### src/rtl/ssd_pkg.sv
// Shared definitions for the multiplexed seven-segment driver.
// Covers segment patterns, converter FSM states and BCD sizing.
package ssd_pkg;

    localparam logic [6:0] SEG_DIGIT [0:9] = '{
        7'b0000001, 7'b1001111, 7'b0010010, 7'b0000110, 7'b1001100,
        7'b0100100, 7'b0100000, 7'b0001111, 7'b0000000, 7'b0000100
    };
    localparam logic [6:0] SEG_BLANK = 7'b1111111;
    localparam logic [6:0] SEG_DASH  = 7'b1111110;

    typedef enum logic [1:0] {
        IDLE   = 2'd0,
        SHIFT  = 2'd1,
        COMMIT = 2'd2
    } state_e;

    // Enough BCD nibbles to hold 2^width-1.
    function automatic int bcd_nibbles(input int width);
        return width / 3 + 1;
    endfunction

endpackage

### src/rtl/ssd_digit_decode.sv
// Nibble to active-low abcdefg pattern with blank and dash overrides.
// Any non-decimal nibble is shown as a dash.
module ssd_digit_decode
    import ssd_pkg::*;
(
    input  logic [3:0] nibble,
    input  logic       blank,
    input  logic       dash,
    output logic [6:0] pattern
);

    // Priority: dash over blank over the digit itself.
    always_comb begin
        pattern = SEG_DASH;
        if (dash) begin
            pattern = SEG_DASH;
        end else if (blank) begin
            pattern = SEG_BLANK;
        end else begin
            case (nibble)
                4'd0:    pattern = SEG_DIGIT[0];
                4'd1:    pattern = SEG_DIGIT[1];
                4'd2:    pattern = SEG_DIGIT[2];
                4'd3:    pattern = SEG_DIGIT[3];
                4'd4:    pattern = SEG_DIGIT[4];
                4'd5:    pattern = SEG_DIGIT[5];
                4'd6:    pattern = SEG_DIGIT[6];
                4'd7:    pattern = SEG_DIGIT[7];
                4'd8:    pattern = SEG_DIGIT[8];
                4'd9:    pattern = SEG_DIGIT[9];
                default: pattern = SEG_DASH;
            endcase
        end
    end

endmodule

### src/rtl/ssd_scan_driver.sv
// Binary to BCD via sequential double-dabble, then time-multiplexed
// drive of DIGITS common-anode digits with optional zero blanking.
module ssd_scan_driver
    import ssd_pkg::*;
#(
    parameter int WIDTH    = 8,
    parameter int DIGITS   = 3,
    parameter int SCAN_DIV = 50000,
    parameter int BLANK_LZ = 1
) (
    input  logic              clk,
    input  logic              rst,
    input  logic [WIDTH-1:0]  value,
    input  logic              load,
    output logic              busy,
    output logic [6:0]        seg,
    output logic [DIGITS-1:0] an,
    output logic              ovf
);

    localparam int BCD_N = bcd_nibbles(WIDTH);
    localparam int PAD_N = (BCD_N > DIGITS) ? BCD_N : DIGITS;
    localparam int CNT_W = $clog2(WIDTH + 1);
    localparam int DIV_W = $clog2(SCAN_DIV);
    localparam int IDX_W = (DIGITS > 1) ? $clog2(DIGITS) : 1;

    state_e              state_r, state_next_s;
    logic [WIDTH-1:0]    bin_r;
    logic [BCD_N*4-1:0]  bcd_r, bcd_adj_s;
    logic [PAD_N*4-1:0]  bcd_pad_s;
    logic [CNT_W-1:0]    cnt_r;
    logic [DIGITS*4-1:0] display_r;
    logic                ovf_r, ovf_next_s, busy_r;
    logic [DIV_W-1:0]    presc_r;
    logic [IDX_W-1:0]    idx_r;
    logic [3:0]          nibble_s;
    logic                blank_s;
    logic [6:0]          pattern_s, seg_r;
    logic [DIGITS-1:0]   an_r;

    // Converter state register.
    always_ff @(posedge clk) begin
        if (rst) state_r <= IDLE;
        else     state_r <= state_next_s;
    end

    // Converter next-state logic.
    always_comb begin
        state_next_s = state_r;
        case (state_r)
            IDLE: begin
                if (load) state_next_s = SHIFT;
                else      state_next_s = IDLE;
            end
            SHIFT: begin
                if (cnt_r == CNT_W'(1)) state_next_s = COMMIT;
                else                    state_next_s = SHIFT;
            end
            COMMIT:  state_next_s = IDLE;
            default: state_next_s = IDLE;
        endcase
    end

    // Add-3 correction and overflow detection on the padded BCD word.
    always_comb begin
        bcd_adj_s  = bcd_r;
        bcd_pad_s  = '0;
        ovf_next_s = 1'b0;
        for (int i = 0; i < BCD_N; i++) begin
            if (bcd_r[i*4 +: 4] >= 4'd5) bcd_adj_s[i*4 +: 4] = bcd_r[i*4 +: 4] + 4'd3;
            else                         bcd_adj_s[i*4 +: 4] = bcd_r[i*4 +: 4];
        end
        bcd_pad_s[BCD_N*4-1:0] = bcd_r;
        for (int i = DIGITS; i < PAD_N; i++) begin
            if (bcd_pad_s[i*4 +: 4] != 4'd0) ovf_next_s = 1'b1;
            else                             ovf_next_s = ovf_next_s;
        end
    end

    // Double-dabble datapath and display register.
    always_ff @(posedge clk) begin
        if (rst) begin
            bin_r     <= '0;
            bcd_r     <= '0;
            cnt_r     <= '0;
            display_r <= '0;
            ovf_r     <= 1'b0;
        end else begin
            case (state_r)
                IDLE: begin
                    if (load) begin
                        bin_r <= value;
                        bcd_r <= '0;
                        cnt_r <= CNT_W'(WIDTH);
                    end
                end
                SHIFT: begin
                    {bcd_r, bin_r} <= {bcd_adj_s, bin_r} << 1'b1;
                    cnt_r          <= cnt_r - CNT_W'(1);
                end
                COMMIT: begin
                    display_r <= bcd_pad_s[DIGITS*4-1:0];
                    ovf_r     <= ovf_next_s;
                end
                default: ;
            endcase
        end
    end

    // busy trails the FSM by one cycle, so a load in the falling cycle is taken.
    always_ff @(posedge clk) begin
        if (rst) busy_r <= 1'b0;
        else     busy_r <= (state_r != IDLE);
    end

    // Free-running prescaler and digit index.
    always_ff @(posedge clk) begin
        if (rst) begin
            presc_r <= '0;
            idx_r   <= '0;
        end else if (presc_r == DIV_W'(SCAN_DIV - 1)) begin
            presc_r <= '0;
            idx_r   <= (idx_r == IDX_W'(DIGITS - 1)) ? IDX_W'(0) : idx_r + IDX_W'(1);
        end else begin
            presc_r <= presc_r + DIV_W'(1);
        end
    end

    // Select the current nibble; blank it if it and all higher digits are zero.
    always_comb begin
        nibble_s = 4'd0;
        blank_s  = (BLANK_LZ != 0) && (idx_r != IDX_W'(0));
        for (int i = 0; i < DIGITS; i++) begin
            if (idx_r == IDX_W'(i)) nibble_s = display_r[i*4 +: 4];
            else                    nibble_s = nibble_s;
            if ((IDX_W'(i) >= idx_r) && (display_r[i*4 +: 4] != 4'd0)) blank_s = 1'b0;
            else                                                        blank_s = blank_s;
        end
    end

    ssd_digit_decode u_decode (
        .nibble  (nibble_s),
        .blank   (blank_s),
        .dash    (ovf_r),
        .pattern (pattern_s)
    );

    // Registered pin drivers.
    always_ff @(posedge clk) begin
        if (rst) begin
            seg_r <= SEG_BLANK;
            an_r  <= '1;
        end else begin
            seg_r <= pattern_s;
            an_r  <= ~(DIGITS'(1) << idx_r);
        end
    end

    assign busy = busy_r;
    assign seg  = seg_r;
    assign an   = an_r;
    assign ovf  = ovf_r;

endmodule

### config.mk
export PLATFORM = sky130hd
export DESIGN_NAME = ssd_scan_driver
export DESIGN_NICKNAME = d
export VERILOG_FILES = /design/src/rtl/ssd_pkg.sv /design/src/rtl/ssd_digit_decode.sv /design/src/rtl/ssd_scan_driver.sv
export SDC_FILE = /design/constraint.sdc
export NUM_CORES = 1
export LEC_CHECK = 0
export CAP_MARGIN = 20
export CORE_MARGIN = 1
export CORE_UTILIZATION = 45
export DETAILED_ROUTE_END_ITERATION = 16
export PLACE_DENSITY_LB_ADDON = 0.05
export SETUP_SLACK_MARGIN = 0.3
export SYNTH_ARGS = -nofsm -noshare
export SYNTH_HDL_FRONTEND = slang
export SYNTH_HIERARCHICAL = 1
export SYNTH_SLANG_ARGS = --single-unit
### constraint.sdc
create_clock -name clk -period 3.1 [get_ports clk]
set_clock_uncertainty 0.2 [all_clocks]
set_input_delay 0.465 -clock clk [delete_from_list [all_inputs] [get_ports clk]]
set_output_delay 0.465 -clock clk [all_outputs]
set_load 0.05 [all_outputs]
* Word-level counts from Yosys, hierarchy flattened
Memory sizes are Yosys's and may differ from the RTL's. A register that Yosys moved wholly into a read port is not among the register bits.
Index checks and enable logic that the tools add are counted.
** Word-level totals
- Memories :: 1
- Bits of input ports :: 11
- Bits in read-only memories :: 112
- Bits in registers :: 60
** Cells by class
- Equal/unequal tests :: 7
- Order comparisons :: 6
- $add $sub $neg :: 6
- Reductions and logical operators :: 14
- Shifts and indexed selects :: 1
- Mux-type cells :: 19
- Bitwise operators :: 1
** Memory list
- (name not given) :: words 16, width 7, read ports 1, clocked after Yosys merged registers in 1, write ports 0, line ssd_digit_decode.sv:20 : case (nibble)
** Operator list (number)
- $mux 4 :: 6
- $pmux 12 s2 :: 1
- $add 16x1->16 const B :: 1
- $eq 16x16->1 const B :: 1
- $pmux 8 s2 :: 1
- $ge 4x3->1 const B :: 3
- $mux 12 :: 1
- $reduce_bool 4->1 :: 3
- $add 4x2->4 const B :: 2
- $mux 8 :: 1
- $pmux 4 s2 :: 1
- $reduce_bool 2->1 :: 3
- $eq 2x1->1 const B :: 2
- $eq 2x2->1 const B :: 2
- $eq 4x1->1 const B :: 1
- $ge 1x2->1 const A :: 2
- $logic_not 2->1 :: 2
- $mux 1 :: 4
- $mux 2 :: 2
- $pmux 2 s2 :: 1
- $reduce_or 2->1 :: 2
- $sub 4x1->4 const B :: 1
- $add 3x2->3 const B :: 1
- $logic_and 1x1->1 :: 3
- 7 further kinds :: 7

* Logic depth before layout (Yosys ltp)
- Depth after elaboration :: 6
- Depth in mapped cells :: 10
- Gate-level depth less buffers :: 9

* By module
The synthesis kept the hierarchy.
** By module, submodules not included
- ssd_scan_driver :: sequential area each 1341.3 um2, area each 2841.5 um2, instances 1, cells each 327
- ssd_digit_decode :: sequential area each 0.0 um2, area each 206.4 um2, instances 1, cells each 27

* Worst setup path before layout
No wires, ideal clock.
- Kind :: register -> register
- Start point :: register idx_r[0]
- End point :: register seg_r[1], in the netlist seg[1]
- Stages on the path, launching flop included :: 9
- Library setup time :: 123 ps
- Slack :: 842 ps
- Path buffers :: 2
- Data arrival time :: 1935 ps
- Period minus slack after synthesis :: 2258 ps
- Cell sequence :: dfxtp_1 > clkbuf_1 > mux2i_1 > o21ai_0 > buf_6 > or2_4 > a211oi_4 > o21ai_0 > or2_2
** Between the ends
- Elaborated cells between the ends (all ways) :: 17
- Those cells by class :: order compare: 3; eq/ne: 2; mux: 6; reduce/logical: 6
** RTL lines
- from (decl) :: line ssd_scan_driver.sv:35 : logic [IDX_W-1:0] idx_r;
- from (signal assigned) :: line ssd_scan_driver.sv:123 : idx_r <= (idx_r == IDX_W'(DIGITS - 1)) ? IDX_W'(0) : idx_r + IDX_W'(1);
- $logic_not 2->1 :: line ssd_scan_driver.sv:134 : if (idx_r == IDX_W'(i)) nibble_s = display_r[i*4 +: 4];
- $mux 4 (2 in series) :: line ssd_scan_driver.sv:134
- $mux 4 (*) :: line ssd_scan_driver.sv:134
- via nibble_s[2] :: line ssd_scan_driver.sv:36 : logic [3:0] nibble_s;
- to (signal assigned) :: line ssd_scan_driver.sv:154 : seg_r <= pattern_s;
- to (decl) :: line ssd_scan_driver.sv:38 : logic [6:0] pattern_s, seg_r;
Mark *: on every way through the listed nets, which the timed path passes. The rest lies on a longest branch.
A chain may end at the register's enable or synchronous reset.

* Worst setup path in the final report
- Start point :: register idx_r[0]
- End point :: register seg_r[6], in the netlist seg[6]
Same word-level chain as after synthesis.

==> flow_summary.json <==
{
  "status": "completed",
  "port_buffers": 21,
  "yosys.area.top_type": "dfxtp_1",
  "crit_path_end_kind": "flop",
  "synth_top_flop_cell": "dfxtp_1",
  "fmax_mhz": 393,
  "insertion_delay_ps": 350,
  "synth-edff-count": 0,
  "ir_drop_mv": 0.258,
  "path_clk_slew_ps": 70,
  "cts_tree": "yes",
  "grtUsageTotal": 0.176,
  "r2r.worst_path.cells": 7,
  "synth_area_leaders": "dfxtp_1 44%, nand2_1 6.0%, ha_1 5.7%, a21oi_1 5.6%, xnor2_1 4.3%",
  "cp.buffers_inverters": 0,
  "setup.worst_path.start": "idx_r[0]",
  "cp.arrival_ps": 2580,
  "drv_cap": 0,
  "core.rowCount": 29,
  "slew_headroom": 0.413,
  "grt.overflow.total": 0,
  "grt_max_degree": 47,
  "fin_nets": 401,
  "die_h_um": 84.3,
  "postCtsSetupBuffers": 0,
  "clock-sinks": 67,
  "antenna_cells": 0,
  "p_leak_nw": 1.26,
  "area_growth_syn_to_layout_pct": 15.8,
  "crit_required_ps": 3130,
  "num_io_pins": 23,
  "die_w_um": 84.3,
  "worstReg2RegEnd": "seg[6]",
  "initial_core_util": 0.472,
  "cp_num_cells": 7,
  "numCtsBuffers": 9,
  "cts-hold-fix-buffers": 0,
  "stdcell_count": 456,
  "path_class": "flop to flop",
  "antenna_found_initial": 0,
  "vias_per_cell": 5.17,
  "ys_ff_latch": 67,
  "synthesis.instances": 354,
  "seq_area_um2": 1340,
  "grt_pass1_wl_mm": 9.95,
  "powerDensity_nw_per_um2": 509,
  "path_delay_family": "simple AND/OR/NAND/NOR gates",
  "drt-total-wl_mm": 5.61,
  "cp_cell_sequence": "nor2b_1, nand2_1, o21ai_0, or2_4, a211oi_4, o21ai_0, or2_2",
  "coreArea_um2": 6460,
  "fill_cells": 618,
  "startpoint_type": "flop",
  "firstDrtPassIters": 4,
  "period_needed_ps": 2550,
  "path_common_cell": "o21ai_0",
  "root_buffer": "clkbuf_8",
  "postSynth.asyncResetShare": 0,
  "finalMaxSlewViolations": 0,
  "place.gp.congestion": 0.746,
  "r2r_start": "idx_r[0]",
  "synth_warnings": 6,
  "routed-via-count": 2358,
  "drive_gt1_frac": 0.0897,
  "worst_slew_pin_slew_ps": 871,
  "setup_viol": 0,
  "setup_tns_ps": 0,
  "clockBufferDepth": 2,
  "hpwlAfterDp_mm": 3.86,
  "htreeDepth": 3,
  "endpoint": "seg[6]",
  "multiInputGateArea_um2": 1590,
  "place_inst": 442,
  "min_path_type": "flop to flop",
  "avgSynthCellArea_um2": 8.61,
  "synth_top_area_frac": 0.440,
  "syn_area_um2": 3050,
  "drt_iter0_drc": 55,
  "synth_cell_types": 39,
  "grt_pass1_vias": 2229,
  "ff2ff_setup_slack_ps": 550,
  "drc_errors": 0,
  "final_hold_viol_count": 0,
  "wl_per_cell_um": 12.3,
  "die-area_um2": 7110,
  "crit_fanout": 11,
  "ys_seq_area_frac": 0.440,
  "rsz0062_at_grt": "no",
  "ctsResizeCount": 0,
  "crit_slowest_cell": "dfxtp_1",
  "fin_crit_sh": 0.822,
  "final_antenna_net_count": 0,
  "max_stage_delay_ps": 550
}
cell families (layout without fill, tap and decap cells):
logic type / count (synthesis) / after routing / share of synthesized area
DFF: 67 / 67 / 0.440
buffers and inverters: 31 / 53 / 0.0431
adders and majority gates: 14 / 14 / 0.0575
AOI/OAI and AO/OA: 71 / 71 / 0.141
muxes: 9 / 9 / 0.0296
other: 1 / 4 / 0.00123
and+or+nand+nor: 142 / 142 / 0.233
xor gates and xnor gates: 19 / 19 / 0.0546
per-stage QoR:
| step | total power, mW | setup slack [ps] | utilization | cell area (µm²) | hold WS [ps] |
|---|---|---|---|---|---|
| 2_1_floorplan | 1.02 | 842 | - | 3060 | 230 |
| 3_3_place_gp | 1.07 | 590 | 0.515 | 3330 | 243 |
| 3_5_place_dp | 1.07 | 553 | 0.515 | 3330 | 242 |
| 4_1_cts | 1.82 | 542 | 0.546 | 3530 | 257 |
| 5_1_grt | 1.88 | 344 | 0.546 | 3530 | 276 |
| 6_report | 1.80 | 553 | 0.546 | 3530 | 256 |
cells in the mapped netlist (2+ instances only):
master    count
a211oi_1      2
a21oi_1      34
a22o_1        6
a22oi_1       7
and4bb_2      2
buf_2         3
clkbuf_1     12
dfxtp_1      67
ha_1         14
inv_1        14
mux2i_1       9
nand2_1      49
nand2b_1      9
nand3_1      12
nand4_1       3
nor2_1       29
nor2b_1       3
nor3_1        9
nor3b_1       2
nor4_1        8
o21ai_0      16
or2_2         8
or3_1         3
xnor2_1      15
xor2_1        4
how the worst min path moves through the flow:
stage / from / end / slack (ps) / depth (start not counted)
global placement: bin_r[7] / bcd_pad_s[0] / 240 / 2
global route: bin_r[7] / bcd_pad_s[0] / 280 / 2
CTS: bin_r[7] / bcd_pad_s[0] / 260 / 2
floorplan: presc_r[0] / presc_r[0] / 230 / 1
finish: display_r[1] / display_r[1] / 260 / 2
detailed placement: bin_r[7] / bcd_pad_s[0] / 240 / 2
layout by cell type, fill, tap and decap left out, types with 9 or more instances in the layout:
cell,count
nand2_1,49
dfxtp_1,67
nand3_1,12
clkdlybuf4s50_1,21
a21oi_1,34
xnor2_1,15
ha_1,14
clkbuf_8,12
mux2i_1,9
nand2b_1,9
nor2_1,29
nor3_1,9
inv_1,14
o21ai_0,16
power by group:
| part | internal (mW) | switching (mW) |
|---|---|---|
| sequential | 0.886 | 0.0167 |
| combinational | 0.0596 | 0.0922 |
| clock | 0.427 | 0.314 |
worst min-delay path: cells and delay by family, from the launching register on:
kind	cells	cell delay (ps)
flip-flops	1	310
AND/OR/NAND/NOR	1	50
AO/OA/AOI/OAI	1	50
layer usage:
layer	vias to the layer above	wire length (µm)	share of wire	GRT usage
met5	-	0	0	0
met4	0	74	0.013	0.0611
met3	9	207	0.037	0.0629
met2	31	2510	0.45	0.291
met1	1072	2820	0.50	0.212
li1	1246	-	-	-
cell type report:
class | instances | share of cell area
multi-input combinational | 259 | 0.449
clock inverter | 2 | 0.00993
sequential | 67 | 0.380
inverter | 14 | 0.0149
timing repair buffer | 25 | 0.0716
clock buffer | 12 | 0.0468
tap | 77 | 0.0273
registers in the layout, indices dropped and copies added (netlist names):
name,flops
state_r,2
display_r,12
seg,7
idx_r,2
an,3
presc_r,16
bin_r,8
busy,1
bcd_pad_s,12
cnt_r,4
Note: power is estimated with default switching activity, not from simulation.
